===== src/rtl/sram_cluster_read_port.sv =====
// Read port for a cluster of byte-wide SRAM banks: issue, latency track, compact, buffer.
// Optional per-bank even parity check when SRAM_CLUSTER_PARITY_EN is defined.
module sram_cluster_read_port #(
  parameter int NUM_BANKS = 4,
  parameter int BANK_W    = 8,
  parameter int RD_LAT    = 1,
  parameter int DEPTH     = RD_LAT + 1
) (
  input  logic                          clk,
  input  logic                          rst,
  input  logic                          req_valid,
  output logic                          req_ready,
  input  logic [NUM_BANKS-1:0]          req_mask,
  output logic [NUM_BANKS-1:0]          sram_csb,
  input  logic [NUM_BANKS*BANK_W-1:0]   d_sram,
`ifdef SRAM_CLUSTER_PARITY_EN
  input  logic [NUM_BANKS-1:0]          p_sram,
  output logic                          rsp_perr,
`endif
  output logic                          rsp_valid,
  input  logic                          rsp_ready,
  output logic [NUM_BANKS*BANK_W-1:0]   rsp_data,
  output logic [$clog2(NUM_BANKS+1)-1:0] rsp_lanes
);

  localparam int DW = NUM_BANKS * BANK_W;
  localparam int LW = $clog2(NUM_BANKS + 1);
  localparam int CW = $clog2(DEPTH + RD_LAT + 1);
  localparam int AW = (DEPTH > 1) ? $clog2(DEPTH) : 1;
  localparam logic [AW-1:0] LAST = AW'(DEPTH - 1);

  logic [RD_LAT-1:0]                vld_q, vld_d;
  logic [RD_LAT-1:0][NUM_BANKS-1:0] msk_q, msk_d;
  logic [DW-1:0] dat_mem_q [DEPTH];
  logic [DW-1:0] dat_mem_d [DEPTH];
  logic [LW-1:0] lan_mem_q [DEPTH];
  logic [LW-1:0] lan_mem_d [DEPTH];
  logic [AW-1:0] wr_ptr_q, wr_ptr_d;
  logic [AW-1:0] rd_ptr_q, rd_ptr_d;
  logic [CW-1:0] cnt_q, cnt_d;
  logic [DW-1:0] last_data_q, last_data_d;
  logic [LW-1:0] last_lanes_q, last_lanes_d;

  logic          fire, issue, push, pop;
  logic [CW-1:0] inflight;
  logic [DW-1:0] comp_data;
  logic [LW-1:0] comp_lanes;

`ifdef SRAM_CLUSTER_PARITY_EN
  logic perr_mem_q [DEPTH];
  logic perr_mem_d [DEPTH];
  logic last_perr_q, last_perr_d;
  logic comp_perr;
`endif

  // Credits count everything not yet popped, from registered state only
  always_comb begin
    inflight = '0;
    for (int i = 0; i < RD_LAT; i++) begin
      inflight = inflight + CW'(vld_q[i]);
    end
  end

  assign req_ready = !rst && ((inflight + cnt_q) < CW'(DEPTH));
  assign fire      = req_valid && req_ready;
  assign issue     = fire && (|req_mask);
  assign sram_csb  = issue ? ~req_mask : '1;

  assign push      = vld_q[RD_LAT-1];
  assign rsp_valid = (cnt_q != '0);
  assign pop       = rsp_valid && rsp_ready;

  always_comb begin
    int k;
    k         = 0;
    comp_data = '0;
`ifdef SRAM_CLUSTER_PARITY_EN
    comp_perr = 1'b0;
`endif
    for (int i = 0; i < NUM_BANKS; i++) begin
      if (msk_q[RD_LAT-1][i]) begin
        comp_data[k*BANK_W +: BANK_W] = d_sram[i*BANK_W +: BANK_W];
        k = k + 1;
`ifdef SRAM_CLUSTER_PARITY_EN
        comp_perr = comp_perr | (^d_sram[i*BANK_W +: BANK_W] ^ p_sram[i]);
`endif
      end
    end
    comp_lanes = LW'(k);
  end

  always_comb begin
    vld_d        = '0;
    msk_d        = '0;
    vld_d[0]     = issue;
    msk_d[0]     = req_mask;
    for (int i = 1; i < RD_LAT; i++) begin
      vld_d[i] = vld_q[i-1];
      msk_d[i] = msk_q[i-1];
    end
    dat_mem_d    = dat_mem_q;
    lan_mem_d    = lan_mem_q;
    wr_ptr_d     = wr_ptr_q;
    rd_ptr_d     = rd_ptr_q;
    last_data_d  = last_data_q;
    last_lanes_d = last_lanes_q;
    cnt_d        = cnt_q + CW'(push) - CW'(pop);
`ifdef SRAM_CLUSTER_PARITY_EN
    perr_mem_d   = perr_mem_q;
    last_perr_d  = last_perr_q;
`endif
    if (push) begin
      dat_mem_d[wr_ptr_q] = comp_data;
      lan_mem_d[wr_ptr_q] = comp_lanes;
`ifdef SRAM_CLUSTER_PARITY_EN
      perr_mem_d[wr_ptr_q] = comp_perr;
`endif
      wr_ptr_d = (wr_ptr_q == LAST) ? '0 : wr_ptr_q + 1'b1;
    end
    // Remember the popped head so an empty FIFO keeps showing it
    if (pop) begin
      last_data_d  = dat_mem_q[rd_ptr_q];
      last_lanes_d = lan_mem_q[rd_ptr_q];
`ifdef SRAM_CLUSTER_PARITY_EN
      last_perr_d  = perr_mem_q[rd_ptr_q];
`endif
      rd_ptr_d = (rd_ptr_q == LAST) ? '0 : rd_ptr_q + 1'b1;
    end
  end

  assign rsp_data  = rsp_valid ? dat_mem_q[rd_ptr_q] : last_data_q;
  assign rsp_lanes = rsp_valid ? lan_mem_q[rd_ptr_q] : last_lanes_q;
`ifdef SRAM_CLUSTER_PARITY_EN
  assign rsp_perr  = rsp_valid ? perr_mem_q[rd_ptr_q] : last_perr_q;
`endif

  always_ff @(posedge clk) begin
    if (rst) begin
      vld_q        <= '0;
      msk_q        <= '0;
      wr_ptr_q     <= '0;
      rd_ptr_q     <= '0;
      cnt_q        <= '0;
      last_data_q  <= '0;
      last_lanes_q <= '0;
`ifdef SRAM_CLUSTER_PARITY_EN
      last_perr_q  <= 1'b0;
`endif
    end else begin
      vld_q        <= vld_d;
      msk_q        <= msk_d;
      wr_ptr_q     <= wr_ptr_d;
      rd_ptr_q     <= rd_ptr_d;
      cnt_q        <= cnt_d;
      last_data_q  <= last_data_d;
      last_lanes_q <= last_lanes_d;
`ifdef SRAM_CLUSTER_PARITY_EN
      last_perr_q  <= last_perr_d;
`endif
    end
  end

  // Storage needs no reset: it is only observed while the count is non-zero
  always_ff @(posedge clk) begin
    dat_mem_q <= dat_mem_d;
    lan_mem_q <= lan_mem_d;
`ifdef SRAM_CLUSTER_PARITY_EN
    perr_mem_q <= perr_mem_d;
`endif
  end

endmodule

===== config.mk =====
export PLATFORM = sky130hd
export DESIGN_NAME = sram_cluster_read_port
export DESIGN_NICKNAME = d
export VERILOG_FILES = /design/src/rtl/sram_cluster_read_port.sv
export SDC_FILE = /design/constraint.sdc
export NUM_CORES = 1
export LEC_CHECK = 0
export ABC_AREA = 1
export CAP_MARGIN = 25
export CELL_PAD_IN_SITES_DETAIL_PLACEMENT = 1
export CELL_PAD_IN_SITES_GLOBAL_PLACEMENT = 2
export CORE_UTILIZATION = 32
export CTS_CLUSTER_DIAMETER = 80
export DETAILED_ROUTE_END_ITERATION = 8
export HOLD_SLACK_MARGIN = 0.08
export PLACE_DENSITY_LB_ADDON = 0.3
export SLEW_MARGIN = 20
export SYNTH_ARGS = -nofsm -noshare
export SYNTH_HDL_FRONTEND = slang
export SYNTH_SLANG_ARGS = --single-unit

===== constraint.sdc =====
create_clock -name clk -period 4.2 [get_ports clk]
set_clock_uncertainty 0.2 [all_clocks]
set_input_delay 0.42 -clock clk [delete_from_list [all_inputs] [get_ports clk]]
set_output_delay 0.42 -clock clk [all_outputs]
set_load 0.02 [all_outputs]

==> reports/results.tsv <==
stage	metric	value	unit
clock_network	Gates resized, CTS repair	0	
floorplanning	core area	0.0174	mm2
logic_synthesis	post-synthesis mux area share	0	%
logic_synthesis	sequential share of the synthesized area	52.4	%
setup_path	critical path cell sequence	clkinv_1 -> fa_1 -> ha_1 -> ha_1 -> nor2_2 -> nand4_2 -> inv_2 -> nand2_1 -> nand2_1 -> inv_1	
sta	RSZ-0062 raised after global routing	false	
logic_synthesis	post-synthesis cell type count	31	
logic_synthesis	ys flop type	edfxtp_1	
logic_synthesis	Synth Area in Adders	2.33	%
place	HPWL after DPL	11700	um
detailed_routing	post-route antenna net violation count	0	
setup_path	Buf/Inv on CP	3	
logic_synthesis	Cells after Synth	698	
logic_synthesis	number of enable flip-flop cells after synthesis	70	
clock_network	Clock transition at path regs	0.06	ns
clock_network	CTS root buf	clkbuf_16	
detailed_routing	# DRC	0	
setup_path	Critical Path AT	3.41	ns
clock_network	CTS H-tree lvls	4	
setup_path	R2R setup slack	0.76	ns
setup_path	Setup crit start	msk_q[0]	
logic_synthesis	Post-synth ARST share	0	%
run	Max Cap Violations	0	
logic_synthesis	Synth Net Count	748	
clock_network	TritonCTS Sinks	114	
detailed_routing	Initial DRT Pass Iterations	6	
sta	fmax	291	MHz
sta	Max Slew Vio Count	0	
clock_network	Worst-Skew Late Latency	0.42	ns
floorplanning	Rows	48	
detailed_routing	max layer used	met4	
logic_synthesis	#FFs+latches synth	114	
finish	layout cell share with drive strength beyond 1	7.67	%
detailed_routing	DR vias	4941	
clock_network	CTS Buffer Depth	2	
power	Worst VDD drop	0.000352	V
setup_path	CP max stage cell	fa_1	
setup_path	worst reg2reg path depth	10	
finish	most frequent cells in the layout	nand2_1, nor2_1, clkdlybuf4s50_1	
logic_synthesis	Netlist Area Pre-Place	0.00569	mm2
detailed_routing	post-DR wirelength/cell	16.6	um
floorplanning	Vert. Die Dim	135	um
detailed_routing	M1 wire length	7700	um
setup_path	worst r2r src	msk_q[0]	
sta	Final period util	81.9	%
setup_path	Worst Setup Start Kind	flop	
global_routing	grt ovf	0	
power	power density over the cells	695	mW/mm2
place	Final Wtd Congestion	0.884	
setup_path	max incr delay on CP	0.71	ns
logic_synthesis	main combinational cell family by area after synthesis	simple AND/OR/NAND/NOR gates	
logic_synthesis	Ys Warns	0	
sta	minimum clock period	3.44	ns
global_routing	vias in the first global route	5286	
clock_network	CTS tree	done	
clock_network	Hold-fix buffers, CTS	0	
global_routing	pin count of the biggest net entering global routing	73	
detailed_routing	number of vias per cell	4.91	
global_routing	gr usage total	19.7	%
sta	final hold vios	0	
finish	leading cell type in the layout, fill and taps excluded	nand2_1	
setup_path	crit-path max FO	12	
finish	post-layout net count	819	
logic_synthesis	Synth Area in Compound Gates	8.67	%
sta	setup_tns	0	ns
global_routing	initial antenna violation count	0	
sta	Slew headroom	45.0	%
run_status	status	complete, no violations	
detailed_routing	Met2 Routed Length	7990	um
sta	Final Setup Violations	0	
global_routing	first-pass GRT wire length	27200	um
min_path	Min-Delay Path Class	flop to flop	
logic_synthesis	Simple-Gate Fraction of Synth Area	29.6	%
setup_path	crit path kind	flop to flop	
logic_synthesis	average size of a mapped cell	8.15	um2
floorplanning	I/O pins	81	
finish	diode count	0	
sta	hold slack	0.283	ns
setup_path	Worst EP required	4.18	ns
detailed_routing	1st-iter DRT viols	185	
sta	slew at the pin closest to its max-slew limit	0.822	ns
setup_path	worst reg2reg path endpoint	dat_mem_q[40]	
setup_path	Top Family by Delay on Critical Path	adder cells	
detailed_routing	metal3 WL	689	um
clock_network	setup bufs post-CTS	0	
place	Port Buffer Count	80	
floorplanning	Initial Util	32.8	%
setup_path	CP Capture Type	flop	
floorplanning	chip width	135	um
floorplanning	die footprint	0.0183	mm2
setup_path	critical path endpoint	dat_mem_q[40]	
finish	final core utilization	41.5	%
setup_path	Worst path depth	10	
clock_network	CTS Buf Count	17	
logic_synthesis	Post-Synth XOR/XNOR Area	0.308	%
finish	area grow syn2layout	26.6	%
power	Pleak	3.02	nW
detailed_routing	WL final	16800	um
-- layout make-up --
| type | count | area [um2] |
|---|---|---|
| Sequential cell | 114 | 2980 |
| Inverter | 46 | 178 |
| Tap cell | 225 | 282 |
| Timing Repair Buffer | 83 | 823 |
| Multi-Input combinational cell | 507 | 2330 |
| Clock inverter | 12 | 128 |
| Clock buffer | 20 | 478 |
| Fill cell | 2057 | 10200 |
-- sequential cells by signal, indices dropped and copies added, names as in the netlist --
signal / cells
last_lanes_q: 3
cnt_q: 2
dat_mem_q: 64
lan_mem_q: 6
push: 1
wr_ptr_q: 1
rd_ptr_q: 1
last_data_q: 32
msk_q: 4
-- worst min-delay path, cell delays in order (launching register included) --
cell and delay [ns]:
dfxtp_1 0.32, nor2_1 0.05, nor2_1 0.08
-- worst min path at each step --
stage	startpoint	endpoint	slack (ns)	cells after the start
after floorplan	last_data_q[11]	last_data_q[11]	0.25	2
after global placement	last_data_q[19]	last_data_q[19]	0.26	2
after detailed placement	last_data_q[31]	last_data_q[31]	0.28	2
after CTS	last_data_q[31]	last_data_q[31]	0.29	2
after global routing	last_data_q[9]	last_data_q[9]	0.30	2
final	last_data_q[31]	last_data_q[31]	0.28	2
-- logic make-up (layout without fill, tap and decap cells) --
group | Yosys count | in the layout
AO/OA/AOI/OAI | 89 | 89
XOR/XNOR | 2 | 2
flip-flops | 114 | 114
AND/OR/NAND/NOR | 406 | 406
buffers and inverters | 77 | 161
adder cells (fa/ha/maj) | 10 | 10
-- metrics by stage --
| stage | std cells | setup WS [ns] | cell area (um2) | total power [W] |
|---|---|---|---|---|
| 6_report | 1007 | 0.762 | 7200 | 0.00501 |
| 5_1_grt | 1007 | 0.486 | 7200 | 0.00532 |
| 4_1_cts | 1007 | 0.763 | 7200 | 0.00509 |
| 3_5_place_dp | 975 | 0.772 | 6600 | 0.00361 |
| 3_3_place_gp | 975 | 0.995 | 6600 | 0.00355 |
| 2_1_floorplan | 698 | 1.24 | 5690 | 0.00275 |
-- synthesized netlist by cell type (2+ instances only) --
| cell | count | area, um2 |
|---|---|---|
| nand4_1 | 3 | 18.8 |
| nand2_4 | 2 | 22.5 |
| buf_4 | 5 | 37.5 |
| nor2_2 | 3 | 18.8 |
| buf_2 | 9 | 45.0 |
| a31oi_1 | 35 | 219 |
| inv_1 | 36 | 135 |
| ha_1 | 9 | 113 |
| nand3_1 | 54 | 270 |
| o21ai_0 | 37 | 185 |
| clkinv_1 | 2 | 7.51 |
| edfxtp_1 | 70 | 2100 |
| o21ai_1 | 6 | 30.0 |
| nand2_1 | 182 | 683 |
| nor2_1 | 152 | 571 |
| xor2_1 | 2 | 17.5 |
| a21oi_1 | 10 | 50.1 |
| nor2_4 | 4 | 45.0 |
| buf_6 | 7 | 78.8 |
| dfxtp_1 | 44 | 881 |
| clkbuf_1 | 9 | 33.8 |
| inv_2 | 7 | 26.3 |
| nand2_2 | 2 | 12.5 |
-- power breakdown --
part | internal [W] | leakage (nW) | switching, W | total, W
logic | 0.000830 | 1.70 | 0.00128 | 0.00211
clock network | 0.000937 | 0.294 | 0.000519 | 0.00146
registers | 0.00137 | 1.03 | 0.0000780 | 0.00145
total | 0.00313 | 3.02 | 0.00187 | 0.00501
-- per-layer routing --
| layer | global-route usage, % | up-vias |
|---|---|---|
| met5 | 0 | - |
| met4 | 8.74 | 0 |
| met3 | 4.60 | 24 |
| met2 | 32.4 | 115 |
| met1 | 24.4 | 2353 |
| li1 | - | 2449 |
Power figures use the tool's default switching activity.
